<file path="src/rtl/matrix_mul_pkg.sv">
// Shared types and constants for the matrix multiplier RAM arbiter and its watchdog.
package matrix_mul_pkg;

  typedef enum logic [1:0] {
    S_HOST   = 2'd0,
    S_LAUNCH = 2'd1,
    S_RUN    = 2'd2,
    S_DRAIN  = 2'd3
  } state_t;

  typedef enum logic [1:0] {
    ST_NONE    = 2'b00,
    ST_OK      = 2'b01,
    ST_ERR     = 2'b10,
    ST_TIMEOUT = 2'b11
  } status_t;

  // The control unit fetches its run header from this word.
  localparam int HDR_ADDR = 0;

endpackage

</file>
<file path="src/rtl/matrix_watchdog.sv">
// Run watchdog: counts enabled cycles since clear and flags the cycle whose count reaches the limit.
module matrix_watchdog #(
  parameter int to_w = 16
) (
  input  logic            clk,
  input  logic            rst,
  input  logic            clear,
  input  logic            enable,
  input  logic [to_w-1:0] limit,
  output logic            expired
);

  logic [to_w-1:0] count_reg;
  logic [to_w-1:0] count_next;
  logic [to_w:0]   count_inc;
  logic            saturated;

  // count_reg holds completed cycles, so the current cycle is count_reg + 1.
  assign count_inc = {1'b0, count_reg} + (to_w + 1)'(1);
  assign expired   = enable && (limit != '0) && (count_inc == {1'b0, limit});
  assign saturated = (limit != '0) ? (count_reg == limit) : (count_reg == '1);

  always_comb begin
    count_next = count_reg;
    if (clear) begin
      count_next = '0;
    end else if (enable && !saturated) begin
      count_next = count_inc[to_w-1:0];
    end
  end

  always_ff @(posedge clk or negedge rst) begin
    if (!rst) begin
      count_reg <= '0;
    end else begin
      count_reg <= count_next;
    end
  end

endmodule

</file>
<file path="src/rtl/matrix_ram_arbiter.sv">
// Owns the single-port matrix RAM: host loads it, the control unit runs on it under a watchdog.
module matrix_ram_arbiter
  import matrix_mul_pkg::*;
#(
  parameter int data_w    = 32,
  parameter int ram_d     = 512,
  parameter int ram_add_w = $clog2(ram_d),
  parameter int to_w      = 16
) (
  input  logic                 clk,
  input  logic                 rst,
  input  logic                 host_req,
  input  logic                 host_we,
  input  logic [ram_add_w-1:0] host_addr,
  input  logic [data_w-1:0]    host_w_data,
  output logic                 host_ready,
  output logic [data_w-1:0]    host_r_data,
  output logic                 host_r_valid,
  input  logic                 host_start,
  input  logic [to_w-1:0]      timeout_limit,
  output logic                 host_busy,
  output logic                 host_done,
  output logic [1:0]           host_status,
  output logic                 cu_start,
  output logic                 cu_abort,
  input  logic                 cu_done,
  input  logic                 cu_err,
  input  logic                 cu_ram_we,
  input  logic [ram_add_w-1:0] cu_ram_addr,
  input  logic [data_w-1:0]    cu_ram_w_data,
  output logic [data_w-1:0]    cu_ram_r_data,
  output logic                 ram_we,
  output logic [ram_add_w-1:0] ram_addr,
  output logic [data_w-1:0]    ram_w_data,
  input  logic [data_w-1:0]    ram_r_data
);

  state_t          state_reg;
  state_t          state_next;
  status_t         status_reg;
  logic [to_w-1:0] limit_reg;
  logic            abort_hold_reg;
  logic            r_valid_reg;
  logic            start_accept;
  logic            run_active;
  logic            expired;
  logic            timeout_fire;
  logic            ram_we_mux;

  assign start_accept = (state_reg == S_HOST) && host_start;
  assign run_active   = (state_reg == S_RUN);
  // Control-unit completion outranks a simultaneous watchdog expiry.
  assign timeout_fire = run_active && expired && !cu_err && !cu_done;

  matrix_watchdog #(
    .to_w (to_w)
  ) u_watchdog (
    .clk     (clk),
    .rst     (rst),
    .clear   (start_accept),
    .enable  (run_active),
    .limit   (limit_reg),
    .expired (expired)
  );

  always_ff @(posedge clk or negedge rst) begin
    if (!rst) begin
      state_reg <= S_HOST;
    end else begin
      state_reg <= state_next;
    end
  end

  always_comb begin
    state_next = state_reg;
    case (state_reg)
      S_HOST:   if (host_start) state_next = S_LAUNCH;
      S_LAUNCH: state_next = S_RUN;
      S_RUN:    if (cu_err || cu_done || expired) state_next = S_DRAIN;
      S_DRAIN:  state_next = S_HOST;
      default:  state_next = S_HOST;
    endcase
  end

  always_comb begin
    host_ready = 1'b0;
    host_busy  = 1'b1;
    host_done  = 1'b0;
    cu_start   = 1'b0;
    ram_we_mux = 1'b0;
    ram_addr   = cu_ram_addr;
    ram_w_data = cu_ram_w_data;
    case (state_reg)
      S_HOST: begin
        host_ready = 1'b1;
        host_busy  = 1'b0;
        ram_we_mux = host_req & host_we;
        ram_addr   = host_addr;
        ram_w_data = host_w_data;
      end
      S_LAUNCH: begin
        cu_start = 1'b1;
        ram_addr = ram_add_w'(HDR_ADDR);
      end
      S_RUN:   ram_we_mux = cu_ram_we & ~timeout_fire;
      S_DRAIN: host_done  = 1'b1;
      default: ;
    endcase
  end

  // Status, latched limit, read-valid and the post-reset abort hold.
  always_ff @(posedge clk or negedge rst) begin
    if (!rst) begin
      status_reg     <= ST_NONE;
      limit_reg      <= '0;
      abort_hold_reg <= 1'b1;
      r_valid_reg    <= 1'b0;
    end else begin
      abort_hold_reg <= 1'b0;
      r_valid_reg    <= (state_reg == S_HOST) && host_req && !host_we;
      if (start_accept) begin
        status_reg <= ST_NONE;
        limit_reg  <= timeout_limit;
      end else if (run_active) begin
        if (cu_err) begin
          status_reg <= ST_ERR;
        end else if (cu_done) begin
          status_reg <= ST_OK;
        end else if (expired) begin
          status_reg <= ST_TIMEOUT;
        end
      end
    end
  end

  assign ram_we        = ram_we_mux & rst;
  assign cu_abort      = abort_hold_reg | timeout_fire;
  assign host_status   = status_reg;
  assign host_r_valid  = r_valid_reg;
  assign host_r_data   = ram_r_data;
  assign cu_ram_r_data = ram_r_data;

endmodule

</file>
<file path="config.mk">
export PLATFORM = sky130hd
export DESIGN_NAME = matrix_ram_arbiter
export DESIGN_NICKNAME = d
export VERILOG_FILES = /design/src/rtl/matrix_mul_pkg.sv /design/src/rtl/matrix_watchdog.sv /design/src/rtl/matrix_ram_arbiter.sv
export SDC_FILE = /design/constraint.sdc
export NUM_CORES = 1
export LEC_CHECK = 0
export CORE_AREA = 2 2 97 99
export DETAILED_ROUTE_END_ITERATION = 8
export DIE_AREA = 0 0 99 101
export DONT_BUFFER_PORTS = 1
export GPL_TIMING_DRIVEN = 1
export SYNTH_ARGS = -nofsm -noshare
export SYNTH_HDL_FRONTEND = slang
export SYNTH_HIERARCHICAL = 1
export SYNTH_SLANG_ARGS = --single-unit
export TNS_END_PERCENT = 5
</file>
<file path="constraint.sdc">
create_clock -name clk -period 4.2 [get_ports clk]
set_clock_uncertainty 0.05 [all_clocks]
set_input_delay 0.84 -clock clk [delete_from_list [all_inputs] [get_ports clk]]
set_output_delay 0.84 -clock clk [all_outputs]
set_load 0.02 [all_outputs]
</file>
==> run summary <==
The run finished with clean final reports. The post-synthesis average cell area came out at 9.54 um2. The startpoint identified for the worst register-to-register timing path is u_watchdog/count_reg[0]. The final hold violation count came out at 0.

STA classifies the critical path startpoint as a register. The share of synthesized registers carrying an async set or reset is 100%. The post-route clock period utilization came out at 96.0%. The area of the mapped netlist is 0.00370 mm2.

After detailed placement, the design holds a cell count of 429. The clock root buffer is clkbuf_8. The initial antenna violation count is 1. The fmax came out at 248 MHz. In the post-synthesis netlist, the biggest area contributors are dfrtp_1 (25%), mux2_2 (14%), buf_4 (14%). Once the floorplan was initialized, standard cells occupied 41.2% of the core. The share of Yosys cell area claimed by the top area cell type is 25.0%. The count of hold-fix buffers inserted at cts came out at 0. The number of enable flip-flop cells after synthesis is 0. The synthesized design spends more area on one cell type than any other, namely dfrtp_1.

The count of input and output buffers came out at 0. The count of unique library cells instantiated by Yosys is 60. The clock latency on the worst-skew pair came out at 300 ps. Synthesis produced a netlist whose cell count is 388. The count of nets after finishing is 471. The slowest stage of the critical path belongs to the cell or4_4. In the post-synthesis netlist, the cell with the most instances is buf_4. The final estimated routing congestion in global placement came out at 0.912. The number of failing setup endpoints in the final timing report is 0. The number of detailed-route iterations in the first pass is 4. For this run, design rule violations remaining after detail routing come to 0. The terminus of the critical flop-to-flop path is state_reg[1].

The global-route wire length before repair came out at 17,700 um. The deepest clock path buffer count came out at 2. The via count of the first global-routing pass is 2,650. The critical path startpoint is u_watchdog/count_reg[0]. The layout has 890 filler cells. Setup repair after global routing left no endpoint under its margin. The post-synthesis register bit count is 38. The path depth of the worst reg2reg path is 12. The half-perimeter wire length after detailed placement came out at 10,900 um.

The slew of the pin with the lowest slew margin came out at 687 ps. The maximum level of the CTS H-tree is 2. The aggregate negative setup slack is 0 ps.

The final global-route overflow total came out at 0. The reg-to-reg setup timing slack came out at 1090 ps. The area growth from synthesis to layout came out at -3.89%.

TritonCTS built the clock tree. The pin count of the biggest net entering global routing came out at 40. Once detail routing completed, the nets flagged for antenna violations numbered 0. The share of synthesized area occupied by flip-flops and latches came out at 25.7%. In the global route stage, overall resource usage came out at 24.8%. The net count of the mapped netlist is 532. The initial DRC count is 133. The minimum clock period after layout is 4030 ps. The number of antenna diodes came out at 0. The max-slew violation count came to 0.

Measured along the x axis, the die boundary spans 99 um. The final routed wirelength across all metal layers came out at 13,000 um. The largest stage delay on the critical path came out at 550 ps. The signal on the critical path passes through ha_2, and3_4, and4_4, nand2_2, nor4b_2, a21oi_1, or4_4, nor4_4, inv_1, o311ai_2, a21boi_2, buf_4. The floorplan step defined a die boundary enclosing 0.0100 mm2. The boundary pin count came out at 252.

The maximum ir drop on the vdd rail is 0.305 mV. The number of synthesis warnings is 6. The worst hold path belongs to the class in -> async. For this run, the number of standard cells in the final layout without fillers is 439.

The TritonCTS sink count is 38. STA puts the critical path data arrival time at 3140 ps. Power spread over the standard cell area amounts to 741 mW/mm2. The tool flagged a number of max-cap violations equal to 0. Using the TritonRoute via totals, the vias-per-cell ratio works out to 6.08.

Along the worst path, the maximum fanout reaches 4. In this run the worst setup path terminates at ram_we. After floorplanning, the core was divided into 35 placement rows. The average wire per cell in the routed design is 29.7 um.

The relative max-transition margin came out at 54.1%. The share of final-layout standard cells stronger than drive strength 1 is 30.5%. For the worst setup path, the data required time is 3310 ps. In the synthesized netlist, the cells that appear most often are buf_4 (68), mux2_2 (47), dfrtp_1 (37).

The vertical die dimension came out at 101 um. STA classifies the critical path endpoint as an output port. After clock tree synthesis, the clock-pin slew on the worst setup and hold paths is 80 ps. The overall via count from detail_route is 2,671. The worst setup path is of the reg -> out kind. The leakage power is 1.40 nW.

The core region is 0.00898 mm2. For this run, the leading register cell type out of synthesis is dfrtp_1. The TritonCTS buffer count came out at 5.
==> worst min-delay path by stage <==
stage / to / slack, ps
finish: u_watchdog/count_reg[3] / 180
global route: u_watchdog/count_reg[0] / 160
CTS: limit_reg[5] / 170
detailed placement: limit_reg[4] / 500
global placement: limit_reg[4] / 500
floorplan: state_reg[0] / 480
==> per-layer routing <==
layer	part of all wire, %	global-route usage [%]	up-vias
li1	-	-	1205
met1	39	29.4	1279
met2	39	31.9	179
met3	22	25.9	6
met4	0.37	2.53	2
met5	0.054	0	-
==> final cells by class <==
type / count / area (um2) / share of cell area [%]
Clock buffer: 6 / 82.6 / 2.32
Clock inverter: 2 / 60.1 / 1.69
Inverter: 8 / 30.0 / 0.844
Multi-Input combinational cell: 258 / 2170 / 61.1
Sequential cell: 38 / 952 / 26.8
Tap cell: 111 / 139 / 3.91
Timing Repair Buffer: 16 / 120 / 3.38
==> cell families (layout without fill, tap and decap cells) <==
family / Yosys count / after routing / synth area share (%)
AND/OR/NAND/NOR: 100 / 100 / 17.5
buffers and inverters: 92 / 32 / 17.1
AO/OA/AOI/OAI: 69 / 69 / 14.6
multiplexers: 52 / 52 / 15.9
flip-flops: 38 / 38 / 25.7
XOR/XNOR: 30 / 30 / 7.10
adder cells (fa/ha/maj): 6 / 6 / 2.03
other: 1 / 1 / 0.101
==> power by group <==
part	internal [mW]	leakage, nW	switching (mW)	total (mW)
Clock	0.254	0.0714	0.141	0.394
Sequential	0.481	0.482	0.232	0.713
Combinational	0.615	0.847	0.912	1.53
==> layout by cell type, fill, tap and decap left out, types with 5 or more instances in the layout <==
cell,instances
inv_1,8
and2_1,8
or4_1,6
buf_4,16
o22ai_1,6
nand3_1,8
dfrtp_1,37
o21ai_1,8
xnor2_1,21
a22o_1,9
nor2b_1,11
mux2_2,47
nand2_1,19
clkbuf_8,6
o211ai_1,5
nor4_4,5
a21oi_1,10
a41oi_1,7
nor2_1,13
xor2_1,9
==> per-stage QoR <==
stage	total power [mW]	cell area (um2)	hold WS (ps)	utilization (%)	setup WS, ps
final	2.63	3560	180	39.6	167
after global routing	2.80	3560	159	39.6	15.7
after CTS	2.63	3540	170	39.4	38.8
after detailed placement	2.22	3340	495	37.3	-209
after global placement	2.20	3340	495	37.3	-63.6
after floorplan	1.97	3700	478	-	179
==> worst max-delay path, delay by kind of cell, from the launching register on <==
| family | cells | cell delay [ps] |
|---|---|---|
| AND/OR/NAND/NOR | 6 | 1530 |
| buffers and inverters | 2 | 290 |
| AO/OA/AOI/OAI | 3 | 450 |
| flip-flops | 1 | 360 |
| adder cells (fa/ha/maj) | 1 | 210 |
==> what timing repair did <==
action                                  CTS  global route
setup buffers                             2             0
endpoints found under the setup margin    1             1
resized for setup                        10             3
pin swaps                                 3             1
cloned                                    0             0
No activity file was read; power rests on OpenSTA's default activity.
